### src/rtl/debug_run_controller_pkg.sv
// Shared definitions for the debug run controller: FSM states, halt causes,
// register window offsets and CONTROL field positions.
package debug_run_pkg;

   typedef enum logic [1:0] {
      ST_RUN  = 2'd0,
      ST_HALT = 2'd1,
      ST_STEP = 2'd2
   } run_state_e;

   typedef enum logic [2:0] {
      CAUSE_NONE       = 3'd0,
      CAUSE_EBREAK     = 3'd1,
      CAUSE_BREAKPOINT = 3'd2,
      CAUSE_WATCHDOG   = 3'd3,
      CAUSE_STEP       = 3'd4,
      CAUSE_COUNT_DONE = 3'd5
   } halt_cause_e;

   localparam logic [3:0] OFS_CONTROL    = 4'h0;
   localparam logic [3:0] OFS_BREAK_ADDR = 4'h4;
   localparam logic [3:0] OFS_STATUS     = 4'h8;
   localparam logic [3:0] OFS_STEP_COUNT = 4'hC;

   localparam int CTRL_BP_EN_BIT  = 0;
   localparam int CTRL_WD_EN_BIT  = 1;
   localparam int CTRL_RESUME_BIT = 2;

   function automatic logic [31:0] status_word(input halt_cause_e cause, input logic is_halted);
      return {28'd0, cause, is_halted};
   endfunction

endpackage

### src/rtl/debug_run_controller_if.sv
// Memory-mapped register bus between a bus master (CPU / debug UI) and the
// run controller's register window.
interface debug_run_controller_if;
   logic        bus_read;
   logic        bus_write;
   logic [31:0] bus_address;
   logic [31:0] bus_write_data;
   logic [31:0] bus_read_data;

   modport master (
      output bus_read, bus_write, bus_address, bus_write_data,
      input  bus_read_data
   );

   modport slave (
      input  bus_read, bus_write, bus_address, bus_write_data,
      output bus_read_data
   );
endinterface

### src/rtl/debug_run_controller_button_debouncer.sv
// Synchronises the active-low step pushbutton and emits a single-cycle pulse
// once a high-to-low transition has stayed stable for DEBOUNCE_CYCLES clocks.
module button_debouncer #(
   parameter int DEBOUNCE_CYCLES = 50000
) (
   input  logic clock,
   input  logic reset,
   input  logic button_n_i,
   output logic press_o
);

   localparam int CNT_W = (DEBOUNCE_CYCLES < 2) ? 1 : $clog2(DEBOUNCE_CYCLES + 1);
   localparam logic [CNT_W-1:0] CNT_LAST = CNT_W'(DEBOUNCE_CYCLES - 1);

   logic             sync0_q;
   logic             sync1_q;
   logic             stable_q;
   logic [CNT_W-1:0] cnt_q;
   logic             press_q;

   // Idle level is high (released), so the synchroniser and the accepted
   // level both come out of reset as "not pressed".
   always_ff @(posedge clock or posedge reset) begin
      if (reset) begin
         sync0_q  <= 1'b1;
         sync1_q  <= 1'b1;
         stable_q <= 1'b1;
         cnt_q    <= '0;
         press_q  <= 1'b0;
      end else begin
         sync0_q <= button_n_i;
         sync1_q <= sync0_q;
         press_q <= 1'b0;
         if (sync1_q == stable_q) begin
            cnt_q <= '0;
         end else if (cnt_q == CNT_LAST) begin
            stable_q <= sync1_q;
            cnt_q    <= '0;
            press_q  <= ~sync1_q;
         end else begin
            cnt_q <= cnt_q + 1'b1;
         end
      end
   end

   assign press_o = press_q;

endmodule

### src/rtl/debug_run_controller.sv
// Run-control sequencer: gates the core clock enable for free-run, halt,
// single-step and N-instruction modes, with a small register window on the bus.
module debug_run_controller
   import debug_run_pkg::*;
#(
   parameter int          DEBOUNCE_CYCLES = 50000,
   parameter int          WATCHDOG_MS     = 10000,
   parameter logic [31:0] BASE_ADDRESS    = 32'hFF200600
) (
   input  logic        clock,
   input  logic        reset,
   input  logic        debug_mode,
   input  logic        step_button,
   input  logic        ebreak,
   input  logic [31:0] pc,
   input  logic        instr_retire,
   input  logic        ms_tick,
   debug_run_controller_if.slave bus,
   output logic        core_clock_enable,
   output logic        halted,
   output logic [2:0]  halt_cause
);

   run_state_e  state_q;
   halt_cause_e cause_q;
   logic        enable_q;
   logic        halted_q;
   logic        count_mode_q;
   logic [31:0] remaining_q;
   logic        skip_bp_q;
   logic [31:0] wd_count_q;

   logic        bp_enable_q;
   logic        wd_enable_q;
   logic [31:0] break_addr_q;
   logic [31:0] step_count_q;

   logic        press;

   button_debouncer #(
      .DEBOUNCE_CYCLES(DEBOUNCE_CYCLES)
   ) u_debouncer (
      .clock      (clock),
      .reset      (reset),
      .button_n_i (step_button),
      .press_o    (press)
   );

   // Address decode: offset from base must land on one of four aligned words.
   logic [31:0] offset;
   logic        in_window;
   logic [3:0]  reg_ofs;
   logic        wr_control;
   logic        wr_break_addr;
   logic        wr_step_count;
   logic        resume_req;
   logic        count_req;

   assign offset        = bus.bus_address - BASE_ADDRESS;
   assign in_window     = (offset[31:4] == 28'd0) && (offset[1:0] == 2'd0);
   assign reg_ofs       = offset[3:0];
   assign wr_control    = bus.bus_write && in_window && (reg_ofs == OFS_CONTROL);
   assign wr_break_addr = bus.bus_write && in_window && (reg_ofs == OFS_BREAK_ADDR);
   assign wr_step_count = bus.bus_write && in_window && (reg_ofs == OFS_STEP_COUNT);
   assign resume_req    = wr_control && bus.bus_write_data[CTRL_RESUME_BIT];
   assign count_req     = wr_step_count && (bus.bus_write_data != 32'd0);

   always_comb begin
      bus.bus_read_data = 32'd0;
      if (bus.bus_read && in_window) begin
         unique case (reg_ofs)
            OFS_CONTROL:    bus.bus_read_data = {30'd0, wd_enable_q, bp_enable_q};
            OFS_BREAK_ADDR: bus.bus_read_data = break_addr_q;
            OFS_STATUS:     bus.bus_read_data = status_word(cause_q, halted_q);
            OFS_STEP_COUNT: bus.bus_read_data = step_count_q;
            default:        bus.bus_read_data = 32'd0;
         endcase
      end
   end

   // Register writes commit regardless of what the FSM does in the same cycle.
   always_ff @(posedge clock or posedge reset) begin
      if (reset) begin
         bp_enable_q  <= 1'b0;
         wd_enable_q  <= 1'b0;
         break_addr_q <= 32'hFFFF_FFFF;
         step_count_q <= 32'd0;
      end else begin
         if (wr_control) begin
            bp_enable_q <= bus.bus_write_data[CTRL_BP_EN_BIT];
            wd_enable_q <= bus.bus_write_data[CTRL_WD_EN_BIT];
         end
         if (wr_break_addr) begin
            break_addr_q <= bus.bus_write_data;
         end
         if (count_req) begin
            step_count_q <= bus.bus_write_data;
         end
      end
   end

   // Halt detection in RUN, highest priority first.
   logic        bp_hit;
   logic        wd_hit;
   logic        halt_req_d;
   halt_cause_e halt_cause_d;

   assign bp_hit = bp_enable_q && (pc == break_addr_q) && !skip_bp_q;
   assign wd_hit = wd_enable_q && (wd_count_q >= 32'(WATCHDOG_MS));

   always_comb begin
      halt_req_d   = 1'b1;
      halt_cause_d = CAUSE_NONE;
      if (ebreak) begin
         halt_cause_d = CAUSE_EBREAK;
      end else if (bp_hit) begin
         halt_cause_d = CAUSE_BREAKPOINT;
      end else if (wd_hit) begin
         halt_cause_d = CAUSE_WATCHDOG;
      end else if (count_mode_q && instr_retire && (remaining_q == 32'd1)) begin
         halt_cause_d = CAUSE_COUNT_DONE;
      end else begin
         halt_req_d = 1'b0;
      end
   end

   always_ff @(posedge clock or posedge reset) begin
      if (reset) begin
         state_q      <= ST_RUN;
         cause_q      <= CAUSE_NONE;
         enable_q     <= 1'b1;
         halted_q     <= 1'b0;
         count_mode_q <= 1'b0;
         remaining_q  <= 32'd0;
         skip_bp_q    <= 1'b0;
         wd_count_q   <= 32'd0;
      end else begin
         if (instr_retire) begin
            skip_bp_q <= 1'b0;
         end
         if (!wd_enable_q) begin
            wd_count_q <= 32'd0;
         end else if ((state_q == ST_RUN) && ms_tick && (wd_count_q != 32'hFFFF_FFFF)) begin
            wd_count_q <= wd_count_q + 32'd1;
         end

         if (!debug_mode) begin
            if (state_q != ST_RUN) begin
               wd_count_q <= 32'd0;
            end
            if (state_q == ST_HALT) begin
               skip_bp_q <= 1'b1;
            end
            state_q      <= ST_RUN;
            enable_q     <= 1'b1;
            halted_q     <= 1'b0;
            cause_q      <= CAUSE_NONE;
            count_mode_q <= 1'b0;
         end else begin
            unique case (state_q)
               ST_RUN: begin
                  if (halt_req_d) begin
                     state_q      <= ST_HALT;
                     enable_q     <= 1'b0;
                     halted_q     <= 1'b1;
                     cause_q      <= halt_cause_d;
                     count_mode_q <= 1'b0;
                  end else if (count_mode_q && instr_retire) begin
                     remaining_q <= remaining_q - 32'd1;
                  end
               end
               ST_HALT: begin
                  if (resume_req || count_req) begin
                     state_q      <= ST_RUN;
                     enable_q     <= 1'b1;
                     halted_q     <= 1'b0;
                     skip_bp_q    <= 1'b1;
                     wd_count_q   <= 32'd0;
                     count_mode_q <= count_req;
                     if (count_req) begin
                        remaining_q <= bus.bus_write_data;
                     end
                  end else if (press) begin
                     state_q   <= ST_STEP;
                     enable_q  <= 1'b1;
                     halted_q  <= 1'b0;
                     skip_bp_q <= 1'b1;
                  end
               end
               ST_STEP: begin
                  if (ebreak || instr_retire) begin
                     state_q  <= ST_HALT;
                     enable_q <= 1'b0;
                     halted_q <= 1'b1;
                     cause_q  <= ebreak ? CAUSE_EBREAK : CAUSE_STEP;
                  end
               end
               default: begin
                  state_q  <= ST_RUN;
                  enable_q <= 1'b1;
                  halted_q <= 1'b0;
               end
            endcase
         end
      end
   end

   assign core_clock_enable = enable_q;
   assign halted            = halted_q;
   assign halt_cause        = cause_q;

endmodule

### src/flat_wrapper.sv
// flat-port wrapper written by rule: the top's interface ports become plain ports
module debug_run_controller_flat import debug_run_pkg::*;
#(
   parameter int          DEBOUNCE_CYCLES = 50000,
   parameter int          WATCHDOG_MS     = 10000,
   parameter logic [31:0] BASE_ADDRESS    = 32'hFF200600
)
  (clock, reset, debug_mode, step_button, ebreak, pc, instr_retire, ms_tick, core_clock_enable, halted, halt_cause, bus_bus_read, bus_bus_write, bus_bus_address, bus_bus_write_data, bus_bus_read_data);
  debug_run_controller_if bus_i ();
  input  logic clock;
  input  logic reset;
  input  logic debug_mode;
  input  logic step_button;
  input  logic ebreak;
  input  logic [31:0] pc;
  input  logic instr_retire;
  input  logic ms_tick;
  output logic core_clock_enable;
  output logic halted;
  output logic [2:0] halt_cause;
  input wire logic [$bits(bus_i.bus_read)-1:0] bus_bus_read;
  input wire logic [$bits(bus_i.bus_write)-1:0] bus_bus_write;
  input wire logic [$bits(bus_i.bus_address)-1:0] bus_bus_address;
  input wire logic [$bits(bus_i.bus_write_data)-1:0] bus_bus_write_data;
  output wire logic [$bits(bus_i.bus_read_data)-1:0] bus_bus_read_data;
  assign bus_i.bus_read = bus_bus_read;
  assign bus_i.bus_write = bus_bus_write;
  assign bus_i.bus_address = bus_bus_address;
  assign bus_i.bus_write_data = bus_bus_write_data;
  assign bus_bus_read_data = bus_i.bus_read_data;
  debug_run_controller #(.DEBOUNCE_CYCLES(DEBOUNCE_CYCLES), .WATCHDOG_MS(WATCHDOG_MS), .BASE_ADDRESS(BASE_ADDRESS)) u_core (.clock(clock), .reset(reset), .debug_mode(debug_mode), .step_button(step_button), .ebreak(ebreak), .pc(pc), .instr_retire(instr_retire), .ms_tick(ms_tick), .bus(bus_i), .core_clock_enable(core_clock_enable), .halted(halted), .halt_cause(halt_cause));
endmodule
### config.mk
export PLATFORM = sky130hd
export DESIGN_NAME = debug_run_controller_flat
export DESIGN_NICKNAME = d
export VERILOG_FILES = /design/src/rtl/debug_run_controller_pkg.sv /design/src/rtl/debug_run_controller_if.sv /design/src/rtl/debug_run_controller_button_debouncer.sv /design/src/rtl/debug_run_controller.sv /design/src/flat_wrapper.sv
export SDC_FILE = /design/constraint.sdc
export NUM_CORES = 1
export LEC_CHECK = 0
export ABC_AREA = 1
export CAP_MARGIN = 10
export CORE_MARGIN = 2
export CORE_UTILIZATION = 60
export DETAILED_ROUTE_END_ITERATION = 6
export GPL_TIMING_DRIVEN = 0
export PLACE_DENSITY = 0.94
export SYNTH_ARGS = -nofsm -noshare
export SYNTH_HDL_FRONTEND = slang
export SYNTH_SLANG_ARGS = --single-unit
### constraint.sdc
create_clock -name clock -period 15.7 [get_ports clock]
set_clock_uncertainty 0.15 [all_clocks]
set_input_delay 3.14 -clock clock [delete_from_list [all_inputs] [get_ports clock]]
set_output_delay 3.14 -clock clock [all_outputs]
set_load 0.01 [all_outputs]
# Word-level counts from Yosys, hierarchy flattened
# Cells that the tools add are included.
dict set report classes {
  addsub 4
  order_cmp 1
  n_eq_ne 20
  n_mux 57
  bitwise_logic 2
  reduce_logical 30
}
# op count
set op_table {}
lappend op_table {{32-bit two-way mux} 11}
lappend op_table {{32-bit one-hot mux with 4 select lines} 1}
lappend op_table {{32-bit one-hot mux with 2 select lines} 1}
lappend op_table {{32-bit by 1-bit adder with 32-bit output, second input constant} 1}
lappend op_table {{32-bit by 1-bit equality test with 1-bit output, second input constant} 1}
lappend op_table {{32-bit equality test} 1}
lappend op_table {{32-bit by 14-bit >= comparator with 1-bit output, second input constant} 1}
lappend op_table {{16-bit two-way mux} 2}
lappend op_table {{32-bit != test, second input constant} 1}
lappend op_table {{32-bit nonzero test} 1}
lappend op_table {{32-bit by 1-bit subtractor with 32-bit output, second input constant} 1}
lappend op_table {{32-bit subtractor, second input constant} 1}
lappend op_table {{28-bit zero test} 1}
lappend op_table {{1-bit two-way mux} 24}
lappend op_table {{3-bit two-way mux} 8}
lappend op_table {{16-bit by 1-bit adder with 16-bit output, second input constant} 1}
lappend op_table {{16-bit equality test, second input constant} 1}
lappend op_table {{1-bit logical AND} 15}
lappend op_table {{2-bit two-way mux} 5}
lappend op_table {{3-bit AND reduction} 3}
lappend op_table {{4-bit equality test, second input constant} 2}
lappend op_table {{3-bit by 1-bit != test with 1-bit output, second input constant} 2}
lappend op_table {{3-bit by 2-bit != test with 1-bit output, second input constant} 2}
lappend op_table {{1-bit one-hot mux with 3 select lines} 2}
lappend op_table {{other kinds (19)} 25}
dict set report totals {
  register_bits 159
  input_bits 105
  output_inout_bits 37
  elab_cells 131
}

# Longest topological paths before layout
# Gate-level depths: netlist (run 1).
dict set report logic_depth {
  ltp_word 10
  mapped_depth 21
  ltp_nobuf 20
}

# Cells and area by module
# A second synthesis (run 1) with hierarchy kept.
dict set report unflattened {
  cells_unflattened 1520
  area_unflattened_um2 10313.6
}
# module n_inst cells_each area_per_inst_um2 seq_area_each_um2
set by_module_without_submodules {}
lappend by_module_without_submodules {debug_run_controller 1 1385 9236.4 3494.6}
lappend by_module_without_submodules {button_debouncer 1 135 1077.3 504.2}

# Least setup slack after synthesis (run 1)
# No wires, ideal clock.
dict set report synth_timing {
  path_kind {input to output}
  startpoint {in bus_bus_address[9]}
  endpoint {out bus_bus_read_data[3]}
  t_arrival_ps 4916
  t_required_ps 12410
  slack_ps 7494
  stages 15
  path_buffers 1
  path_cell_list {ha_1 > nor2_1 > nand2_1 > nor2_2 > nand2_1 > nand2_1 > nand2_1 > nand2_1 > nand3_1 > nor2_1 > nand3_1 > nor2_4 > nand2_1 > clkbuf_1 > a31oi_1}
}
dict set report synth_between {
  elab_chain_len 5
}
# item line_no
set synth_lines {}
lappend synth_lines {{from (decl)} flat_wrapper.sv:23} ;# input wire logic [$bits(bus_i.bus_address)-1:0] bus_bus_address;
lappend synth_lines {{32-bit subtractor} debug_run_controller.sv:59} ;# assign offset = bus.bus_address - BASE_ADDRESS;
lappend synth_lines {{28-bit zero test} debug_run_controller.sv:60} ;# assign in_window = (offset[31:4] == 28'd0) && (offset[1:0] == 2'd0);
lappend synth_lines {{1-bit logical AND} debug_run_controller.sv:60}
lappend synth_lines {{1-bit logical AND} debug_run_controller.sv:70} ;# if (bus.bus_read && in_window) begin
lappend synth_lines {{32-bit two-way mux} debug_run_controller.sv:70}
lappend synth_lines {{to (decl)} flat_wrapper.sv:25} ;# output wire logic [$bits(bus_i.bus_read_data)-1:0] bus_bus_read_data;
# Every way passes these cells.

# Worst setup path after layout (run 1)
dict set report layout_timing {
  startpoint {in bus_bus_address[9]}
  endpoint {out bus_bus_read_data[25]}
}
# The elaborated chain is that of the path after synthesis.

==> results of run 1 <==
==> synthesized netlist by cell type, types with 4 or more instances <==
master    count  area, um^2
ha_1          6        75.1
xnor2_1      14         123
nand4_1      37         231
dfstp_2      36         946
nor2_2        7        43.8
nor2_1      168         631
inv_1       180         676
xor2_1       31         272
nor3b_1       7        52.6
nor3_1       35         175
or2_2         5        31.3
nor4_1       24         150
o21ai_0     104         521
nand3b_1      4        30.0
dfrtp_1     123        3080
buf_2         9        45.0
nand3_1      73         365
nand2_1     418        1570
inv_2         4        15.0
o21ai_1      38         190
o22ai_1       5        31.3
nand2_2       4        25.0
a21oi_1      57         285
buf_4         4        30.0
clkbuf_1     27         101
==> layout by cell type (no fill, tap or decap), types with 5 or more instances in the layout <==
master and instances:
inv_1 179, dfstp_2 36, nand3_1 73, clkbuf_16 17, xnor2_1 14, a21oi_1 57, ha_1 6, dfrtp_1 123
o22ai_1 5, nand2_1 418, clkbuf_1 27, nor2_1 168, nor2_2 7, clkdlybuf4s50_1 141, o21ai_1 38, xor2_1 31
or2_2 5, nor4_1 24, o21ai_0 104, buf_2 9, inv_6 5, nand4_1 37, nor3b_1 7, nor3_1 35
==> flip-flops by register name, summed over array words and instances, names as in the netlist, 2 cells and up <==
name and flops:
u_core.state_q 2, u_core.halt_cause 3, u_core.wd_count_q 32, u_core.u_debouncer.cnt_q 16
u_core.step_count_q 32, u_core.break_addr_q 32, u_core.remaining_q 32
==> worst max path at each step <==
stage          slack (ps)                    end  cells past startpoint
3_3_place_gp         6000  bus_bus_read_data[31]                     17
2_1_floorplan        7490   bus_bus_read_data[3]                     15
5_1_grt              5580  bus_bus_read_data[18]                     17
3_5_place_dp         5920  bus_bus_read_data[31]                     17
6_report             5850  bus_bus_read_data[25]                     17
4_1_cts              5910  bus_bus_read_data[31]                     17
==> metal layers <==
metal	track usage (%)	wire, um
met3	7.51	2700
met5	0	0
met2	58.7	14800
met4	17.5	1520
met1	43.0	11900
==> cell families after synthesis <==
logic type,Yosys count,share of synthesized area [%]
compound gates,225,12.0
xor+xnor,45,3.97
fa+ha+maj,6,0.755
buf+inv,228,8.96
flops,159,40.5
mux,1,0.113
simple gates,787,33.7
==> power by group through the flow <==
| stage | combinational (mW) | sequential (mW) | clock, mW |
|---|---|---|---|
| after floorplan | 0.199 | 0.504 | 0 |
| after global placement | 0.277 | 0.515 | 0 |
| after detailed placement | 0.289 | 0.516 | 0 |
| after CTS | 0.293 | 0.511 | 0.423 |
| after global routing | 0.333 | 0.520 | 0.439 |
| final | 0.298 | 0.515 | 0.422 |
==> through the flow <==
stage | hold slack [ps] | std cells | total power, mW
after floorplan | 195 | 1451 | 0.703
after global placement | 198 | 1812 | 0.792
after detailed placement | 197 | 1813 | 0.805
after CTS | 206 | 1845 | 1.23
after global routing | 215 | 1846 | 1.29
final | 207 | 1846 | 1.23
==> cell type report <==
class,count,area (um^2)
Clock buffer,18,439
Sequential cell,159,4020
Buffer,41,188
Tap cell,220,275
Inverter,187,708
Multi-Input combinational cell,1064,5020
Antenna cell,1,2.50
Clock inverter,14,158
Timing Repair Buffer,142,1440
Fill cell,1209,4150
==> results_dict.tcl, run 1 <==
set metrics [dict create \
    worstPathCellList "clkdlybuf4s50_1, ha_1, nor2_1, nand2_1, nor2_2, nand2_1, nand2_1, nand2_1, nand2_1, nand3_1, nor2_1, nand3_1, nor2_4, nand2_1, clkbuf_1, a21oi_1, clkdlybuf4s50_1" \
    grt_max_degree 89 \
    syn_nets 1562 \
    cts_buffer_depth 2 \
    cts_resized 0 \
    antenna_found_initial 1 \
    postCtsHoldBufs 0 \
    gp_congestion 1.03 \
    crit_start "bus_bus_address[9]" \
    cpMostUsedCell "nand2_1" \
    rows 47 \
    clkTransAtPathRegs_ps 60 \
    cpPeakStageDelay_ps 580 \
    power.switching_uw 422 \
    crit_family "simple AND/OR/NAND/NOR gates" \
    endpoint_kind "output pin" \
    maxCapViolations 0 \
    core-area_um2 16400 \
    drive_gt1_share_pct 6.95 \
    cp.required_ps 12410 \
    grt-ovfl-total 0 \
    die_w_um 133 \
    ctsRootBufferMaster "clkbuf_16" \
    drc 3 \
    p_comb_share_pct 24.2 \
    p_per_area_nw_per_um2 101 \
    status "complete, but fails checks" \
    ys_ff_latch 159 \
    maxSlewViolCount 0 \
    grt_usage_pct 35.0 \
    netlist_area_um2 9940 \
    clock_latency_ps 440 \
    io_buffers 141 \
    tightestPinTransition_ps 1140 \
    die_y_um 133 \
    vias_per_cell 5.82 \
    wirelength_um 30900 \
    fin_crit_sh_pct 62.7 \
    rr_startpoint "u_core.wd_count_q[0]$_DFF_PP0_" \
    cp.arrival_ps 6560 \
    setup_ws_ps 5850 \
    die_area_um2 17600 \
    cp-start-kind "input pin" \
    leakagePower_nw 5.33 \
    switching_share_pct 34.1 \
    finalCriticalPeriod_ps 9850 \
    area_delta_synth_final_pct 23.3 \
    synth_cells 1451 \
    drtAntennaViolNets 0 \
    violations "DRC" \
    placedInstanceArea_um2 11700 \
    worstHoldStart "u_core.u_debouncer.sync0_q$_DFF_PP1_" \
    hold_path.class "reg -> reg" \
    p_clk_share_pct 34.2 \
    crit_type "in -> out" \
    layout.nets 1723 \
    relSlewSlack_pct 23.4 \
    internal_power_uw 813 \
    ys_async_sr_fraction_pct 100 \
    clock_sinks 159 \
    h-tree-depth 4 \
    syn_area_per_cell_um2 6.85 \
    design_area_um2 12300 \
    dr.pass1.iters 7 \
    synth-edff-count 0 \
    final_util_pct 74.7 \
    peakVddDrop_uv 86.4 \
    slowest_stage "clkdlybuf4s50_1" \
    reg2reg_to "u_core.wd_count_q[29]$_DFF_PP0_" \
    avgRoutedWirePerCell_um 16.8 \
    setup_viol 0 \
    worstPathMaxFanout 10 \
    synth.distinct_cells 45 \
    fmax_mhz 102 \
    post-cts-setup-buffers 0 \
    ys.flop_type "dfrtp_1" \
    dr.first_iter.drc_count 1253 \
    vias 10700 \
    holdPathEnd "u_core.u_debouncer.sync1_q$_DFF_PP1_" \
    rsz0062_at_grt "false" \
    r2r_cells 18 \
    cts_made_buffers 17 \
    p_seq_share_pct 41.7 \
    seq_area_frac_synth_pct 40.5 \
    start_util_pct 60.6 \
    ys.warnings.count 0 \
    pre_cts_ws_ps 5920 \
    pin_count 142 \
    grt_first_pass_wirelength_um 49400 \
    rrSetupSlack_ps 12760 \
    cp_num_buf_inv 3 \
    tns_ps 0 \
    hold_violations 0 \
    cts_tree "built" \
    hold_depth 0 \
    grt_pass1_vias 10200 \
    dp_hpwl_um 22900 \
]
Power figures use the tool's default switching activity.
==> run 2: changes to the inputs <==
--- a/config.mk
+++ b/config.mk
@@ -8,10 +8,10 @@
 export ABC_AREA = 1
 export CAP_MARGIN = 10
 export CORE_MARGIN = 2
-export CORE_UTILIZATION = 60
+export CORE_UTILIZATION = 56
 export DETAILED_ROUTE_END_ITERATION = 6
 export GPL_TIMING_DRIVEN = 0
-export PLACE_DENSITY = 0.94
+export PLACE_DENSITY = 0.89
 export SYNTH_ARGS = -nofsm -noshare
 export SYNTH_HDL_FRONTEND = slang
 export SYNTH_SLANG_ARGS = --single-unit
==> constraint.sdc (replaced) <==
create_clock -name clock -period 9.75 [get_ports clock]
set_clock_uncertainty 0.15 [all_clocks]
set_input_delay 1.95 -clock clock [delete_from_list [all_inputs] [get_ports clock]]
set_output_delay 1.95 -clock clock [all_outputs]
set_load 0.01 [all_outputs]
==> run 2 against run 1 <==
Compared with the run above:
- the run now ends clean
- first-iteration DRC count grew 7.9%
- wire length decreased by 1.1%
- sequential share of layout area about the same
- via count barely moved
- non-clock buffer count unchanged
- critical path depth is the same
- highest routed layer unchanged
==> results_dict.tcl, run 2 (same netlist as run 1, synthesis figures left out) <==
set metrics [dict create \
    worstPathMaxFanout 10 \
    grt_pass1_vias 9630 \
    vias 10700 \
    rsz0062_at_grt "false" \
    vias_per_cell 5.80 \
    tns_ps 0 \
    cp.arrival_ps 5380 \
    maxSlewViolCount 0 \
    io_buffers 141 \
    fmax_mhz 134 \
    pin_count 142 \
    pre_cts_ws_ps 2320 \
    core-area_um2 17300 \
    dr.pass1.iters 6 \
    cts_made_buffers 17 \
    dr.first_iter.drc_count 1352 \
    cts_buffer_depth 2 \
    ctsRootBufferMaster "clkbuf_16" \
    final-seq-area_um2 4020 \
    clkTransAtPathRegs_ps 70 \
    fillers 1394 \
    post-cts-setup-buffers 0 \
    postCtsHoldBufs 0 \
    cp-start-kind "input pin" \
    endpoint_kind "output pin" \
    drive_gt1_share_pct 6.95 \
    status "finished, final reports clean" \
    final_common_cell "nand2_1" \
    crit_start "bus_bus_address[9]" \
    multi_input_area_um2 5020 \
    setup_ws_ps 2270 \
    die_w_um 137 \
    final_util_pct 70.9 \
    hold_violations 0 \
    crit_family "simple AND/OR/NAND/NOR gates" \
    crit_type "in -> out" \
    start_util_pct 57.5 \
    clock_sinks 159 \
    cts_tree "built" \
    cp_num_buf_inv 3 \
    p_per_area_nw_per_um2 162 \
    finalCriticalPeriod_ps 7480 \
    hold_path.class "reg -> reg" \
    antenna_found_initial 0 \
    worstHoldStart "u_core.u_debouncer.sync0_q$_DFF_PP1_" \
    grt_max_degree 90 \
    p_total_mw 1.99 \
    slowest_stage "clkdlybuf4s50_1" \
    maxCapViolations 0 \
    cp.required_ps 7650 \
    avgRoutedWirePerCell_um 16.5 \
    rr_startpoint "u_core.wd_count_q[0]$_DFF_PP0_" \
    grt_usage_pct 32.9 \
    drc 0 \
    grt_first_pass_wirelength_um 47900 \
    tightestPinTransition_ps 920 \
    final_cell_mix "nand2_1, inv_1, nor2_1" \
    gp_congestion 0.992 \
    area_delta_synth_final_pct 23.4 \
    peakVddDrop_uv 146 \
    grt-ovfl-total 0 \
    rows 48 \
    die_y_um 137 \
    die_area_um2 18800 \
    relSlewSlack_pct 38.2 \
    wirelength_um 30600 \
    hold_ws_ps 215 \
    leakagePower_nw 5.33 \
    h-tree-depth 4 \
    drtAntennaViolNets 0 \
    worstPathCellList "clkdlybuf4s50_1, ha_1, nor2_1, nand2_1, nor2_2, nand2_1, nand2_1, nand2_1, nand2_1, nand3_1, nor2_1, nand3_1, nor2_4, nand2_1, clkbuf_1, a21oi_1, clkdlybuf4s50_1" \
    layout.nets 1723 \
    cts_resized 0 \
    cpMostUsedCell "nand2_1" \
    setup_viol 0 \
    fin_crit_sh_pct 76.7 \
    cpPeakStageDelay_ps 600 \
    clock_latency_ps 440 \
    dp_hpwl_um 22700 \
]
-- run 2: worst paths after layout --
check / to / slack (ps) / depth (start not counted)
min in group asynchronous: u_core.u_debouncer.cnt_q[13]$_DFF_PP0_ / 1840 / 2
max reg2reg: u_core.wd_count_q[23]$_DFF_PP0_ / 6790 / 19
min: u_core.u_debouncer.sync1_q$_DFF_PP1_ / 220 / 0
max in group asynchronous: u_core.break_addr_q[28]$_DFFE_PP1P_ / 6690 / 3
max: bus_bus_read_data[0] / 2270 / 17
min reg2reg: u_core.u_debouncer.sync1_q$_DFF_PP1_ / 220 / 0
-- run 2: routing by layer --
layer	vias to the layer above	GRT usage, %	wire length, um
met4	0	14.0	1220
met2	601	52.4	14100
met5	-	0	0
met1	5005	43.2	12100
met3	111	7.58	3140
li1	5016	-	-
-- run 2: cell type report --
type / count / area share, %
multi-input cells: 1064 / 41.0
repair buffers: 142 / 11.7
flip-flops and latches: 159 / 32.8
plain buffers: 41 / 1.53
diodes: 2 / 0.0408
well taps: 225 / 2.30
clock inverters: 14 / 1.26
clock buffers: 18 / 3.58
inverters: 187 / 5.78
-- run 2: power breakdown --
group	total, mW	internal [mW]	switching [mW]	leakage [nW]
clock	0.684	0.389	0.296	0.285
sequential	0.827	0.736	0.0911	2.02
combinational	0.475	0.185	0.290	3.03
-- run 2: through the flow --
stage               std cells  instance area (um^2)
floorplan                1451                  9940
global placement         1817                 11600
detailed placement       1818                 11700
CTS                      1850                 12300
global route             1850                 12300
finish                   1852                 12300
